File: src/rtl/fft_pkg.sv
// Shared constants, FSM state type and channel helper for the FFT frame arbiter slice.
package fft_pkg;
  localparam int unsigned DW        = 16;
  localparam int unsigned FFT_N     = 64;
  localparam int unsigned FRAME_LEN = 256;
  localparam int unsigned OUT_FIRST = 224;

  typedef enum logic [1:0] {
    ST_IDLE    = 2'd0,
    ST_ARB     = 2'd1,
    ST_LOAD    = 2'd2,
    ST_COMPUTE = 2'd3
  } arb_state_e;

  function automatic logic [1:0] ch_onehot(input logic ch);
    return ch ? 2'b10 : 2'b01;
  endfunction
endpackage

File: src/rtl/fft_frame_arbiter_rr_arb2.sv
// Two-way round-robin pick: the pointed-to channel wins if requesting, else the other one.
module rr_arb2
  import fft_pkg::*;
(
  input  logic [1:0] req_i,
  input  logic       rr_ptr_i,
  output logic [1:0] grant_o,
  output logic       winner_o
);
  always_comb begin
    grant_o  = '0;
    winner_o = rr_ptr_i;
    if (!req_i[rr_ptr_i]) winner_o = ~rr_ptr_i;
    if (req_i != '0) grant_o = ch_onehot(winner_o);
  end
endmodule

File: src/rtl/fft_frame_arbiter.sv
// Frame-granular round-robin scheduler sharing one 64-pt FFT core between two sources.
// Optional per-channel frame counters (frames0/frames1) under `FFT_ARB_STATS_EN.
module fft_frame_arbiter #(
  parameter int unsigned DW        = fft_pkg::DW,
  parameter int unsigned LOAD_LEN  = fft_pkg::FFT_N,
  parameter int unsigned FRAME_LEN = fft_pkg::FRAME_LEN,
  parameter int unsigned OUT_FIRST = fft_pkg::OUT_FIRST
) (
  input  logic          clk,
  input  logic          nrst,
  input  logic [1:0]    req,
  output logic [1:0]    gnt,
  input  logic [1:0]    s_valid,
  output logic [1:0]    s_ready,
  input  logic [DW-1:0] s_re0,
  input  logic [DW-1:0] s_im0,
  input  logic [DW-1:0] s_re1,
  input  logic [DW-1:0] s_im1,
  output logic          core_start,
  output logic          core_valid,
  output logic [DW-1:0] core_re,
  output logic [DW-1:0] core_im,
  output logic          busy,
  output logic          out_own,
  output logic          out_own_vld
`ifdef FFT_ARB_STATS_EN
  ,
  output logic [15:0]   frames0,
  output logic [15:0]   frames1
`endif
);
  import fft_pkg::*;

  localparam int unsigned CW = $clog2(FRAME_LEN);

  arb_state_e    state_q;
  logic [CW-1:0] cnt_q;
  logic [1:0]    gnt_q;
  logic          start_q, rr_q, owner_q, own_q, own_vld_q;
  logic [1:0]    arb_gnt;
  logic          arb_w;
  logic          in_load, accept, last_sample, frame_end, take;

  rr_arb2 u_rr_arb2 (
    .req_i    (req),
    .rr_ptr_i (rr_q),
    .grant_o  (arb_gnt),
    .winner_o (arb_w)
  );

  assign in_load     = (state_q == ST_LOAD);
  assign accept      = in_load && s_valid[owner_q];
  assign last_sample = accept && (cnt_q == CW'(LOAD_LEN - 1));
  assign frame_end   = (state_q == ST_COMPUTE) && (cnt_q == CW'(FRAME_LEN - 1));
  assign take        = (req != '0) && ((state_q == ST_IDLE) || frame_end);

  always_ff @(posedge clk) begin
    if (!nrst) begin
      state_q   <= ST_IDLE;
      cnt_q     <= '0;
      gnt_q     <= '0;
      start_q   <= 1'b0;
      rr_q      <= 1'b0;
      owner_q   <= 1'b0;
      own_q     <= 1'b0;
      own_vld_q <= 1'b0;
    end else begin
      gnt_q     <= '0;
      start_q   <= 1'b0;
      own_vld_q <= (state_q == ST_COMPUTE) && (cnt_q >= CW'(OUT_FIRST));
      unique case (state_q)
        ST_IDLE: begin
        end
        ST_ARB: state_q <= ST_LOAD;
        ST_LOAD: begin
          if (accept) begin
            cnt_q <= cnt_q + 1'b1;
            if (last_sample) begin
              state_q <= ST_COMPUTE;
              own_q   <= owner_q;
            end
          end
        end
        ST_COMPUTE: begin
          cnt_q <= frame_end ? '0 : cnt_q + 1'b1;
          if (frame_end) state_q <= ST_IDLE;
        end
        default: state_q <= ST_IDLE;
      endcase
      // Grant from IDLE or straight out of a finished frame; overrides the IDLE fallback above.
      if (take) begin
        state_q <= ST_ARB;
        gnt_q   <= arb_gnt;
        start_q <= 1'b1;
        owner_q <= arb_w;
        rr_q    <= ~arb_w;
        cnt_q   <= '0;
      end
    end
  end

`ifdef FFT_ARB_STATS_EN
  logic [15:0] frames0_q, frames1_q;

  always_ff @(posedge clk) begin
    if (!nrst) begin
      frames0_q <= '0;
      frames1_q <= '0;
    end else if (frame_end) begin
      if (owner_q) frames1_q <= frames1_q + 1'b1;
      else         frames0_q <= frames0_q + 1'b1;
    end
  end

  assign frames0 = frames0_q;
  assign frames1 = frames1_q;
`endif

  assign gnt         = gnt_q;
  assign core_start  = start_q;
  assign s_ready     = in_load ? ch_onehot(owner_q) : '0;
  assign core_valid  = in_load ? s_valid[owner_q] : (state_q == ST_COMPUTE);
  assign core_re     = in_load ? (owner_q ? s_re1 : s_re0) : '0;
  assign core_im     = in_load ? (owner_q ? s_im1 : s_im0) : '0;
  assign busy        = (state_q != ST_IDLE);
  assign out_own     = own_q;
  assign out_own_vld = own_vld_q;
endmodule
File: config.mk
export PLATFORM = sky130hd
export DESIGN_NAME = fft_frame_arbiter
export DESIGN_NICKNAME = d
export VERILOG_FILES = /design/src/rtl/fft_pkg.sv /design/src/rtl/fft_frame_arbiter_rr_arb2.sv /design/src/rtl/fft_frame_arbiter.sv
export SDC_FILE = /design/constraint.sdc
export NUM_CORES = 1
export LEC_CHECK = 0
export ABC_CLOCK_PERIOD_IN_PS = 1650
export BUFFER_PORTS_ARGS = -buffer_cell sky130_fd_sc_hd__buf_4
export CORE_ASPECT_RATIO = 1.4
export CORE_MARGIN = 8
export CORE_UTILIZATION = 35
export CTS_CLUSTER_SIZE = 24
export DETAILED_ROUTE_END_ITERATION = 8
export PLACE_DENSITY = 0.86
export SLEW_MARGIN = 20
export SYNTH_ARGS = -nofsm -noshare
export SYNTH_HDL_FRONTEND = slang
export SYNTH_SLANG_ARGS = --single-unit
File: constraint.sdc
create_clock -name clk -period 1.65 [get_ports clk]
set_clock_uncertainty 0.2 [all_clocks]
set_input_delay 0.0825 -clock clk [delete_from_list [all_inputs] [get_ports clk]]
set_output_delay 0.0825 -clock clk [all_outputs]
set_load 0.02 [all_outputs]
## Word-level counts from Yosys, hierarchy flattened

Cells that the tools add are included.

| operators by class | value |
|---|---|
| reduce and logical (&&, ||, !) cells | 18 |
| equality and inequality tests | 11 |
| magnitude comparators | 3 |
| add/sub/neg operators | 1 |
| bitwise logic cells | 3 |
| muxes and demuxes | 22 |

Operators by type and width:

| cell | number |
|---|---|
| two-way mux 16 bit | 4 |
| two-way mux 8 bit | 2 |
| one-hot mux 8 bit (2 select lines) | 1 |
| two-way mux 2 bit | 6 |
| adder 8 x 1 -> 8 bit, second input constant | 1 |
| == test 8 x 6 -> 1 bit, second input constant | 1 |
| == test 8 bit, second input constant | 1 |
| >= comparator 8 bit, second input constant | 1 |
| two-way mux 1 bit | 8 |
| AND reduction 4 bit | 2 |
| != test 3 x 1 -> 1 bit, second input constant | 2 |
| one-hot mux 2 bit (3 select lines) | 1 |
| AND reduction 3 bit | 2 |
| nonzero test 2 bit | 3 |
| logical AND 1 bit | 5 |
| == test 2 bit, second input constant | 2 |
| < comparator 1 x 2 -> 1 bit, second input constant | 2 |
| != test 2 x 1 -> 1 bit, second input constant | 2 |
| nonzero test 4 bit | 1 |
| != test 3 bit, second input constant | 1 |
| inverter 1 bit | 3 |
| nonzero test 3 bit | 1 |
| == test 2 x 1 -> 1 bit, second input constant | 1 |
| logical NOT 2 bit | 1 |
| other kinds (4) | 4 |

| word-level totals | value |
|---|---|
| output and inout bits | 41 |
| register bits | 17 |
| input port bits | 70 |

## Logic depth before layout (Yosys ltp)

| depth | value |
|---|---|
| depth after elaboration | 8 |
| gate-level depth with buffers | 6 |
| depth with buffers taken out | 5 |

## By module

Synthesis repeated with hierarchy kept, for this count alone.

| unflattened totals | value |
|---|---|
| cell total of the unflattened synthesis | 168 |
| area total of the unflattened synthesis | 1310.0 um2 |

By module, submodules not included:

| module | times used | cells each | area each (um2) |
|---|---|---|---|
| fft_frame_arbiter | 1 | 163 | 1283.7 |
| rr_arb2 | 1 | 5 | 26.3 |

## Least setup slack after synthesis

No wires, ideal clock.

| timing path | value |
|---|---|
| kind | reg-to-reg |
| start point | register cnt_q[0] |
| end point | register owner_q |
| data required time | 1379 ps |
| clock period less this slack | 1661 ps |
| setup slack | -11 ps |
| setup time | 71 ps |
| buffers on the path | 0 |
| arrival | 1390 ps |
| cell stages (with the launch flop) | 6 |
| cell sequence | dfxtp_1 -> ha_1 -> inv_1 -> o31a_1 -> a2111oi_4 -> o21bai_1 |

| between the ends | value |
|---|---|
| cells in the longest elaborated chain, start to end | 4 |

RTL lines:

| element | RTL line | text |
|---|---|---|
| start: declaration | fft_frame_arbiter.sv:37 | `logic [CW-1:0] cnt_q;` |
| start signal: assignment | fft_frame_arbiter.sv:77 | `cnt_q <= cnt_q + 1'b1;` |
| start signal: assignment | fft_frame_arbiter.sv:85 | `cnt_q <= frame_end ? '0 : cnt_q + 1'b1;` |
| == test 8 bit | fft_frame_arbiter.sv:54 | `assign frame_end = (state_q == ST_COMPUTE) && (cnt_q == CW'(FRAME_LEN - 1));` |
| logical AND 1 bit | fft_frame_arbiter.sv:54 |  |
| logical OR 1 bit | fft_frame_arbiter.sv:55 | `assign take = (req != '0) && ((state_q == ST_IDLE) \|\| frame_end);` |
| logical AND 1 bit | fft_frame_arbiter.sv:55 |  |
| end signal: assignment | fft_frame_arbiter.sv:95 | `owner_q <= arb_w;` |
| end: declaration | fft_frame_arbiter.sv:39 | `logic start_q, rr_q, owner_q, own_q, own_vld_q;` |

Every way passes these cells.
A chain may end at the register's enable or synchronous reset.

## Final worst setup path

| timing path | value |
|---|---|
| start point | register cnt_q[5] |
| end point | register state_q[0] |

| between the ends | value |
|---|---|
| cells in the longest elaborated chain, start to end | 6 |
| elaborated cells on any way between the ends | 12 |
| classes of those cells | eq/ne (5); mux (1); reduce/logical (6) |

RTL lines:

| element | RTL line | text |
|---|---|---|
| == test 8 bit | fft_frame_arbiter.sv:54 |  |
| logical AND 1 bit | fft_frame_arbiter.sv:54 |  |
| logical OR 1 bit | fft_frame_arbiter.sv:55 |  |
| logical AND 1 bit | fft_frame_arbiter.sv:55 |  |
| != test 3 bit (no source line) (tied with other cells) | - |  |
| AND reduction 4 bit (no source line) | - |  |
| end signal: assignment | fft_frame_arbiter.sv:59 | `state_q <= ST_IDLE;` |
| end signal: assignment | fft_frame_arbiter.sv:74 | `ST_ARB: state_q <= ST_LOAD;` |
| end signal: assignment | fft_frame_arbiter.sv:79 | `state_q <= ST_COMPUTE;` |
| end: declaration | fft_frame_arbiter.sv:36 | `arb_state_e state_q;` |

Parallel ways exist; a longest one is shown, timed or not.

==> run metrics <==
Post-Synth Simple-Gate Area 0.231; Post-synth EDFFs 0; Final GP Congestion 0.909; reg-to-reg slack, setup -50 ps; Syn. warnings 0; detailed-route DRC error count 0; min Tclk post-route between 1500 and 2000 ps; mux cell area share after synthesis 0.258; H-Tree Depth 1; filler instances around 300; status finished with violations; syn avg cell area just over 8 um2; share of cells above drive strength 1 0.526; ANT cells 0; number of global-route vias before repair 1828; area fraction of the dominant cell type after synthesis 0.255; Worst-Margin Slew between 400 and 500 ps; fraction of registers with async set or reset after synthesis 0; final period utilization 1.03; non-filler instance count after layout between 300 and 400; Worst setup SP type flip-flop; pwr dens around 600 mW/mm2; total of max-cap violations 0; critical path type flip-flop to flip-flop; total design power 1470 uW; core footprint between 0.003 and 0.004 mm2; routed via count roughly 1700; # port buffers 110; Post-Synth Adder-Cell Area 0.0187; worst hold path class input pin to flip-flop; register area share after synthesis 0.255; Post-Place Cells 321; gr busiest metal met2; I/O pins between 100 and 150; data required time of the worst path between 1500 and 2000 ps; Worst Hold Path Cells 6; met3 GRT Util 0.122; Hold WS between 200 and 300 ps; Synthesized Nets around 240; leakage power roughly 0.0012 uW; Yosys reg bits 17; CTS Sinks 17; violated checks negative setup slack; met1 Track Usage GR 0.175; crit path DAT 1690 ps; Root Buffer clkbuf_8; total routed wirelength between 5 and 6 mm; clock transition at the registers of the reported paths 60 ps; Post-Synthesis Cells 166; reg2reg path depth 5; synthesized area between 0.001 and 0.0015 mm2; First-pass DRT Iterations 4; final net count roughly 360; peak supply drop about 0.00045 V; Post-Synth XOR/XNOR Area 0.0328; Synth Area in Compound Gates 0.140; Final Hold Fails 0; area leader, netlist dfxtp_1; largest family of logic cells by synthesized area multiplexers; Slew Viols, Final 0; Worst setup EP type flip-flop; total CTS buffers 3; area of the die roughly 0.006 mm2; Initial DRC Count 33; Initial Util 0.367; met2 Use GR 0.313; gr ovfl total 0; Synth cell types 34; RSZ-0062 raised after global routing yes; hold_sp s_valid[0]; worst-path fanout max 4; maximum clock path buffer count 2; Vias/cell approximately 5; ys flop type dfxtp_1; die height 89.1 um; area grow syn2layout 84.6%; Synth area leaders dfxtp_1 (25%), mux2i_1 (25%), nor2_1 (12%); num rows 26; Setup-failing EPs final 9; Worst-Skew Late Latency approximately 250 ps; largest net degree at the start of global routing 36; terminus of the critical flop-to-flop path state_q[0]; worst setup margin -54.3 ps; DR WL/cell approximately 17 um; Hold EP cnt_q[3]; Fmax between 0.5 and 0.6 GHz; CTS tree built; Rel. slew slack 0.679; Post-DRT Antenna Nets 0; initial antenna violation count 0; first-pass GRT wire length around 8.7 mm; DIE WIDTH 68.2 um; r2r startpoint cnt_q[5]; setup TNS -267 ps; Final Core Density 0.677; Total GRT Usage 0.186; dpl hpwl about 4.6 mm
final cells by class:
type	count	area, um2	share of cell area
repair buffers	132	1040	0.420
multi-input cells	129	945	0.383
flip-flops and latches	17	354	0.144
well taps	42	52.6	0.0213
clock buffers	4	45.0	0.0183
inverters	9	33.8	0.0137
critical path: stages (launching register included):
cell and delay (ps):
dfxtp_2 350, nand4_1 140, buf_4 160, o31a_1 270
or3_1 420, o21ai_1 90
stage by stage:
| stage | cell area, um2 | setup slack [ps] |
|---|---|---|
| finish | 2470 | -54.3 |
| CTS | 2380 | -34.8 |
| global route | 2470 | -132 |
| global placement | 2280 | 54.4 |
| floorplan | 1340 | 19.6 |
| detailed placement | 2280 | 29.3 |
cells in the mapped netlist (3+ instances only):
cell type  count
o21ai_1        5
xor2_1         5
o211ai_1       5
clkbuf_1       7
nor2_1        42
dfxtp_1       17
inv_1          8
nand3_1        3
nand2_1        4
buf_2          3
a21oi_1        4
mux2i_1       33
and4_1         4
routing by layer:
layer  routed length, um  part of all wire
met5                   0                 0
met4                  99             0.017
met3                 842              0.15
met2                2760              0.48
met1                2030              0.35
cell usage in the layout, fill, tap and decap left out, types with 4 or more instances in the layout:
cell type / Yosys / final
and4_1: 4 / 4
buf_4: 0 / 122
buf_6: 1 / 5
dfxtp_1: 17 / 8
dfxtp_2: 0 / 8
inv_1: 8 / 7
mux2i_1: 33 / 33
nand2_1: 4 / 4
nor2_1: 42 / 40
o211ai_1: 5 / 5
o21ai_1: 5 / 4
xor2_1: 5 / 5
sequential cells by signal, indices dropped and copies added (netlist names):
signal	count
cnt_q	8
core_start	1
gnt	2
out_own	1
out_own_vld	1
owner_q	1
rr_q	1
state_q	2
worst max path at each step:
stage | slack, ps | from | to
final | -50 | cnt_q[5] | state_q[0]
after global routing | -130 | cnt_q[5] | state_q[0]
after CTS | -30 | owner_q | core_valid
after detailed placement | 30 | cnt_q[3] | out_own
after global placement | 50 | state_q[1] | cnt_q[3]
after floorplan | 20 | state_q[0] | cnt_q[7]
logic make-up after synthesis:
group	after synthesis
XOR/XNOR	5
adder cells (fa/ha/maj)	2
buffers and inverters	20
AND/OR/NAND/NOR	65
AO/OA/AOI/OAI	23
multiplexers	34
flip-flops	17
what timing repair did:
| action | 4_1_cts | 5_1_grt |
|---|---|---|
| setup endpoints to repair | 9 | 44 |
| buffers inserted | 1 | 4 |
| endpoints found under the hold margin | 7 | 0 |
| gates resized for setup | 4 | 20 |
| gates cloned | 0 | 0 |
| hold buffers | 3 | 0 |
| pin swaps | 1 | 10 |
power breakdown:
| group | leakage [uW] | total (uW) | switching (uW) | internal [uW] |
|---|---|---|---|---|
| Clock | 0.0000228 | 314 | 142 | 172 |
| Sequential | 0.000143 | 447 | 15.5 | 432 |
| Combinational | 0.000986 | 713 | 350 | 363 |
No activity file was read; power rests on OpenSTA's default activity.
